--- config.mk ---
export PLATFORM = sky130hd
export DESIGN_NAME = mul_div_unit
export DESIGN_NICKNAME = d
export VERILOG_FILES = /design/src/rtl/muldiv_pkg.sv /design/src/rtl/mul_div_unit_step.sv /design/src/rtl/mul_div_unit.sv
export SDC_FILE = /design/constraint.sdc
export NUM_CORES = 1
export LEC_CHECK = 0
export ABC_AREA = 1
export CORE_MARGIN = 5
export CORE_UTILIZATION = 30
export CTS_BUF_LIST = sky130_fd_sc_hd__clkbuf_16
export CTS_CLUSTER_DIAMETER = 30
export DETAILED_ROUTE_END_ITERATION = 6
export PLACE_DENSITY_LB_ADDON = 0.25
export SETUP_SLACK_MARGIN = 0.02
export SYNTH_ARGS = -nofsm -noshare
export SYNTH_HDL_FRONTEND = slang
export SYNTH_SLANG_ARGS = --single-unit
export TNS_END_PERCENT = 50
--- constraint.sdc ---
create_clock -name clk -period 3.3 [get_ports clk]
set_input_delay 0.66 -clock clk [delete_from_list [all_inputs] [get_ports clk]]
set_output_delay 0.66 -clock clk [all_outputs]
set_load 0.01 [all_outputs]
--- src/rtl/muldiv_pkg.sv ---
// Shared definitions for the iterative multiply/divide unit: operation
// encodings and the controller state enum.
package muldiv_pkg;

  typedef enum logic [1:0] {
    MD_MULTU = 2'b00,
    MD_MULT  = 2'b01,
    MD_DIVU  = 2'b10,
    MD_DIV   = 2'b11
  } md_op_e;

  typedef enum logic [1:0] {
    MD_IDLE = 2'd0,
    MD_RUN  = 2'd1,
    MD_DONE = 2'd2
  } md_state_e;

  // op[1] distinguishes the divide family from the multiply family.
  function automatic logic md_is_div(input logic [1:0] op);
    return op[1];
  endfunction

endpackage

--- src/rtl/mul_div_unit_step.sv ---
// One combinational iteration shared by multiply and divide.
// Accumulator layout is {upper[WIDTH:0], lower[WIDTH-1:0]}.
//   multiply: shift-add; lower holds the multiplier being consumed LSB-first,
//             upper accumulates the partial product; everything shifts right.
//   divide:   restoring step; upper holds the partial remainder, lower holds
//             the dividend being consumed MSB-first and collects quotient bits.
module muldiv_step #(
  parameter int WIDTH = 32
) (
  input  logic [2*WIDTH:0] acc,
  input  logic [WIDTH-1:0] opnd,
  input  logic             div_mode,
  output logic [2*WIDTH:0] acc_next,
  output logic             qbit
);

  logic [WIDTH:0]   sum;
  logic [2*WIDTH:0] sh;
  logic [WIDTH+1:0] diff;

  // Compute both candidate updates and select by mode.
  always_comb begin
    sum  = acc[2*WIDTH:WIDTH] + (acc[0] ? {1'b0, opnd} : {(WIDTH+1){1'b0}});
    sh   = {acc[2*WIDTH-1:0], 1'b0};
    diff = {1'b0, sh[2*WIDTH:WIDTH]} - {2'b00, opnd};
    qbit = 1'b0;
    if (div_mode) begin
      // A clear borrow bit means the trial subtraction fits: keep it, q=1.
      qbit = ~diff[WIDTH+1];
      if (qbit) acc_next = {diff[WIDTH:0], sh[WIDTH-1:1], 1'b1};
      else      acc_next = sh;
    end else begin
      acc_next = {1'b0, sum, acc[WIDTH-1:1]};
    end
  end

endmodule

--- src/rtl/mul_div_unit.sv ---
// Iterative multiply/divide unit with architectural HI/LO registers.
// Latency WIDTH+1 cycles from start to done (1 cycle for divide by zero).
// Optional build macro MULDIV_SIGNED_EN: op[0] selects signed MULT/DIV;
// when undefined all operations are unsigned and no sign logic exists.
module mul_div_unit
  import muldiv_pkg::*;
#(
  parameter int WIDTH = 32
) (
  input  logic             clk,
  input  logic             reset,
  input  logic             start,
  input  logic [1:0]       op,
  input  logic [WIDTH-1:0] a,
  input  logic [WIDTH-1:0] b,
  input  logic             hi_we,
  input  logic             lo_we,
  input  logic [WIDTH-1:0] wdata,
  output logic             busy,
  output logic             done,
  output logic             divzero,
  output logic [WIDTH-1:0] hi,
  output logic [WIDTH-1:0] lo
);

  localparam int CNT_W = $clog2(WIDTH) + 1;

  md_state_e          state;
  logic [CNT_W-1:0]   cnt;
  logic               div_q;
  logic [2*WIDTH:0]   acc;
  logic [2*WIDTH:0]   acc_nxt;
  logic [WIDTH-1:0]   opnd;
  logic [WIDTH-1:0]   a_mag;
  logic [WIDTH-1:0]   b_mag;
  logic [2*WIDTH-1:0] prod;
  logic [WIDTH-1:0]   res_hi;
  logic [WIDTH-1:0]   res_lo;
  logic               qbit;
  logic               unused_bits;

`ifdef MULDIV_SIGNED_EN
  logic sn_q;
  logic sn_r;
  logic neg_q;
  logic neg_r;

  function automatic logic [WIDTH-1:0] fix_sign_w(input logic [WIDTH-1:0] v,
                                                   input logic neg);
    return neg ? (~v + 1'b1) : v;
  endfunction

  function automatic logic [2*WIDTH-1:0] fix_sign_2w(input logic [2*WIDTH-1:0] v,
                                                      input logic neg);
    return neg ? (~v + 1'b1) : v;
  endfunction

  assign unused_bits = ^{acc_nxt[2*WIDTH], qbit};
`else
  assign unused_bits = ^{acc_nxt[2*WIDTH], qbit, op[0]};
`endif

  assign busy = (state != MD_IDLE);

  muldiv_step #(.WIDTH(WIDTH)) u_step (
    .acc      (acc),
    .opnd     (opnd),
    .div_mode (div_q),
    .acc_next (acc_nxt),
    .qbit     (qbit)
  );

  // Operand magnitudes and result-sign decisions taken at launch.
  always_comb begin
    a_mag = a;
    b_mag = b;
`ifdef MULDIV_SIGNED_EN
    sn_q = 1'b0;
    sn_r = 1'b0;
    if (op[0]) begin
      a_mag = fix_sign_w(a, a[WIDTH-1]);
      b_mag = fix_sign_w(b, b[WIDTH-1]);
      sn_q  = a[WIDTH-1] ^ b[WIDTH-1];
      sn_r  = a[WIDTH-1];
    end
`endif
  end

  // Final result taken from the last iteration, sign-corrected if needed.
  always_comb begin
    prod = acc_nxt[2*WIDTH-1:0];
    if (div_q) begin
      res_hi = acc_nxt[2*WIDTH-1:WIDTH];
      res_lo = acc_nxt[WIDTH-1:0];
`ifdef MULDIV_SIGNED_EN
      res_hi = fix_sign_w(res_hi, neg_r);
      res_lo = fix_sign_w(res_lo, neg_q);
`endif
    end else begin
`ifdef MULDIV_SIGNED_EN
      prod = fix_sign_2w(prod, neg_q);
`endif
      res_hi = prod[2*WIDTH-1:WIDTH];
      res_lo = prod[WIDTH-1:0];
    end
  end

  // Iteration datapath: loaded at launch, advanced once per RUN cycle.
  always_ff @(posedge clk) begin
    if (state == MD_IDLE && start) begin
      acc  <= {{(WIDTH+1){1'b0}}, a_mag};
      opnd <= b_mag;
    end else if (state == MD_RUN) begin
      acc  <= acc_nxt;
    end
  end

  // Controller FSM with registered done/divzero and HI/LO write-back.
  always_ff @(posedge clk or posedge reset) begin
    if (reset) begin
      state   <= MD_IDLE;
      cnt     <= '0;
      div_q   <= 1'b0;
      done    <= 1'b0;
      divzero <= 1'b0;
      hi      <= '0;
      lo      <= '0;
`ifdef MULDIV_SIGNED_EN
      neg_q   <= 1'b0;
      neg_r   <= 1'b0;
`endif
    end else begin
      done <= 1'b0;
      case (state)
        MD_IDLE: begin
          if (start) begin
            divzero <= 1'b0;
            div_q   <= md_is_div(op);
            cnt     <= CNT_W'(WIDTH);
`ifdef MULDIV_SIGNED_EN
            neg_q   <= sn_q;
            neg_r   <= sn_r;
`endif
            if (md_is_div(op) && (b == '0)) begin
              state   <= MD_DONE;
              done    <= 1'b1;
              divzero <= 1'b1;
              hi      <= a;
              lo      <= '1;
            end else begin
              state   <= MD_RUN;
            end
          end else begin
            if (hi_we) hi <= wdata;
            if (lo_we) lo <= wdata;
          end
        end
        MD_RUN: begin
          cnt <= cnt - 1'b1;
          if (cnt == CNT_W'(1)) begin
            state <= MD_DONE;
            done  <= 1'b1;
            hi    <= res_hi;
            lo    <= res_lo;
          end
        end
        MD_DONE: state <= MD_IDLE;
        default: state <= MD_IDLE;
      endcase
    end
  end

endmodule

==> key figures <==
Yosys
  – Total number of yosys warnings: 0
  – Multiplexer area fraction after synthesis: 0.001638
  – Synth Area in Simple Gates: 0.3425
  – Cells after synthesis: 2006
  – Post-synthesis xor/xnor area fraction: 0.01281
  – Synth area leader: nand2_1
  – Post-synthesis sequential area ratio: 0.3433
  – Ys async rst share: 0.4360
  – Unique masters post-synth: 45
  – Synth Cell Area: 0.01299 mm2
  – Post-Syn Nets: 2177
  – Main synth FF type: dfrtp_1
  – Main combinational cell family by area after synthesis: simple AND/OR/NAND/NOR gates
  – EDFF count, synth: 64
  – Most common cell in the netlist: nand2_1
  – Avg Cell Area, Syn: 6.475 um2
  – Compound-gate portion of the synthesized area: 0.1282
  – Post-Synth Adder-Cell Area: 0.06666
  – Share of the synthesized area in the top cell type: 0.2098
  – #FFs+latches synth: 172
  – Synth top area cells: nand2_1, edfxtp_1, dfrtp_1
  – Top post-synthesis cells by count: nand2_1, inv_1, nor2_1, a21oi_1, nand3_1

Final layout
  – Nets: 2324
  – Area grow syn2layout: 22.34%
  – Layout Cells excl Fill: 2751
  – Share of cells above drive strength 1: 0.04247
  – Register area: 0.004459 mm2
  – Footprint of the multi-input gates: 0.007181 mm2
  – ANT cells: 0
  – FILL cells: 4682

Floorplanning
  – DIE AREA: 0.04756 mm2
  – Chip Width: 218.1 um
  – I/O pin cnt: 170
  – Starting Density: 0.3022
  – Die height: 218.1 um
  – FP Rows: 76
  – Core Region: 0.04298 mm2

STA
  – Relative slew margins: 0.3632
  – Final Max Slew Viols: 0
  – Minimum clock period: 2.936 ns
  – Setup TNS: 0 ns
  – Unrepaired setup endpoints after global routing: false
  – Final hold vios: 0
  – Final Cycle Share: 0.8897
  – FMAX: 340.6 MHz
  – Fin Clk Skew: 0.02035 ns
  – Final setup fails: 0
  – Worst-Margin Slew: 0.9552 ns

Routing
  – Final wirelength: 45780 um
  – WL/cell: 16.64 um
  – Via/cell ratio: 4.786
  – DR DRC count: 0
  – Pre-antenna DRT Iters: 6
  – Starting DRT DRC Count: 1051
  – Via Count: 13170
  – Final ANT Viol Nets: 0

Worst setup path
  – Slowest stage delay, CP: 0.47 ns
  – Critical Path Most Common Cell: nand2_1
  – Crit-path leading delay family: simple AND/OR/NAND/NOR gates
  – CP max stage cell: fa_1
  – WP buf/inv: 2
  – Worst Path Max Fanout: 5
  – Critical path cell sequence: inv_1, ha_1, fa_1, inv_1, nand3_1, nand3_1, nand2_1, nand2_1, nand2_1, nand2_1, nand2_1, nand2_1, nand2_1, nand2_1, nand2_1, nand3_1, nand2_1, a21oi_1
  – Crit end category: flip-flop
  – Worst setup SP type: flip-flop
  – Crit path kind: reg -> reg
  – Worst Path Arrival: 3.33 ns
  – Req. time, crit path: 3.70 ns
  – Reg2Reg Setup Slack: 0.36 ns

CTS
  – Clock Path Buffers: 2
  – CTS root buf: clkbuf_16
  – H-Tree Depth: 4
  – Postcts setup bufs: 0
  – Worst-path clk slew: 0.08 ns
  – CTS sink cnt: 172
  – CTS buffer count: 17
  – TritonCTS clock tree: done
  – Worst skew pair latency: 0.48 ns
  – Hold-fix buffers, CTS: 0
  – Post-CTS Resized: 0

Run status
  – Outcome: finished, final reports clean

Power
  – Peak VDD IR: 546.4 uV
  – PD cells: 1044 mW/mm2
  – Leak: 8.338 nW
  – Final Power: 16.59 mW

Global routing
  – GRT Resource Usage Total: 0.1899
  – Grt total ovfl: 0
  – First-pass GRT wire length: 70350 um
  – Pin count of the biggest net entering global routing: 70
  – Initial antenna violation count: 0
  – Vias in the first global route: 12520

Placed design
  – Port bufs: 168
  – Placed Cells incl. Taps: 2719
  – Global placer's final weighted congestion: 1.026
  – DPL Wire Length: 36220 um

Min path
  – Worst min path class: reg -> reg

Job
  – Max-cap violation count: 0
[where the power goes]
group,internal (mW),leakage (nW),switching (mW)
clock network,1.02,0.294,1.04
registers,3.31,1.81,0.745
logic,3.76,6.24,6.70
total,8.10,8.34,8.49
[sequential cells by signal, summed over array words and instances, names as in the netlist]
signal   count
done         1
div_q        1
cnt          6
state        2
opnd        32
acc         65
lo          32
hi          32
divzero      1
[worst paths after layout]
path / to / from / cells after the start
hold reg to reg: acc[64] / acc[64] / 2
hold / removal: acc[64] / acc[64] / 2
setup / recovery: hi[30] / acc[31] / 18
min in group asynchronous: state[0] / reset / 2
setup reg to reg: hi[30] / acc[31] / 18
max in group asynchronous: hi[25] / reset / 3
[layer usage]
metal,vias up,routed length [um],GRT usage,part of all wire
met2,372,22250,0.3230,0.49
met4,0,708,0.04082,0.015
met5,-,0,0,0
met1,6086,20170,0.2508,0.44
li1,6670,-,-,-
met3,39,2661,0.03818,0.058
[worst min-delay path, delay by kind of cell, from the launching register on]
kind	cells	cell delay (ns)
AND/OR/NAND/NOR	2	0.11
flip-flops	1	0.33
[cells by family after synthesis]
group	after synthesis
AOI/OAI and AO/OA	308
DFF	172
xor gates and xnor gates	19
adders and majority gates	68
muxes	2
and+or+nand+nor	1088
buffers and inverters	349
[final cells by class]
type,instances,area share
multi-input cells,1485,0.4519
inverters,290,0.06858
well taps,585,0.04606
flip-flops and latches,172,0.2806
clock buffers,17,0.02677
clock inverters,15,0.01079
repair buffers,187,0.1153
[stage by stage]
step,instance area (um2),setup WS (ns),hold slack (ns),utilization
2_1_floorplan,12990,0.07263,0.4446,-
4_1_cts,15890,0.3894,0.4806,0.3697
6_report,15890,0.3642,0.4807,0.3697
3_5_place_dp,15290,0.2589,0.4634,0.3558
3_3_place_gp,15290,0.2884,0.4587,0.3558
5_1_grt,15890,0.04945,0.4962,0.3697
[layout by cell type (no fill, tap or decap), types with 7 or more instances in the layout]
cell	count
a21o_1	30
a21oi_1	159
buf_4	18
clkbuf_16	17
clkdlybuf4s50_1	167
dfrtp_1	75
dfxtp_1	33
edfxtp_1	64
ha_1	66
inv_1	281
inv_2	8
nand2_1	726
nand3_1	116
nand4_1	21
nor2_1	171
nor2_2	7
nor3_1	13
o21ai_0	103
o21bai_1	9
xor2_1	17
Power figures use the tool's default switching activity.
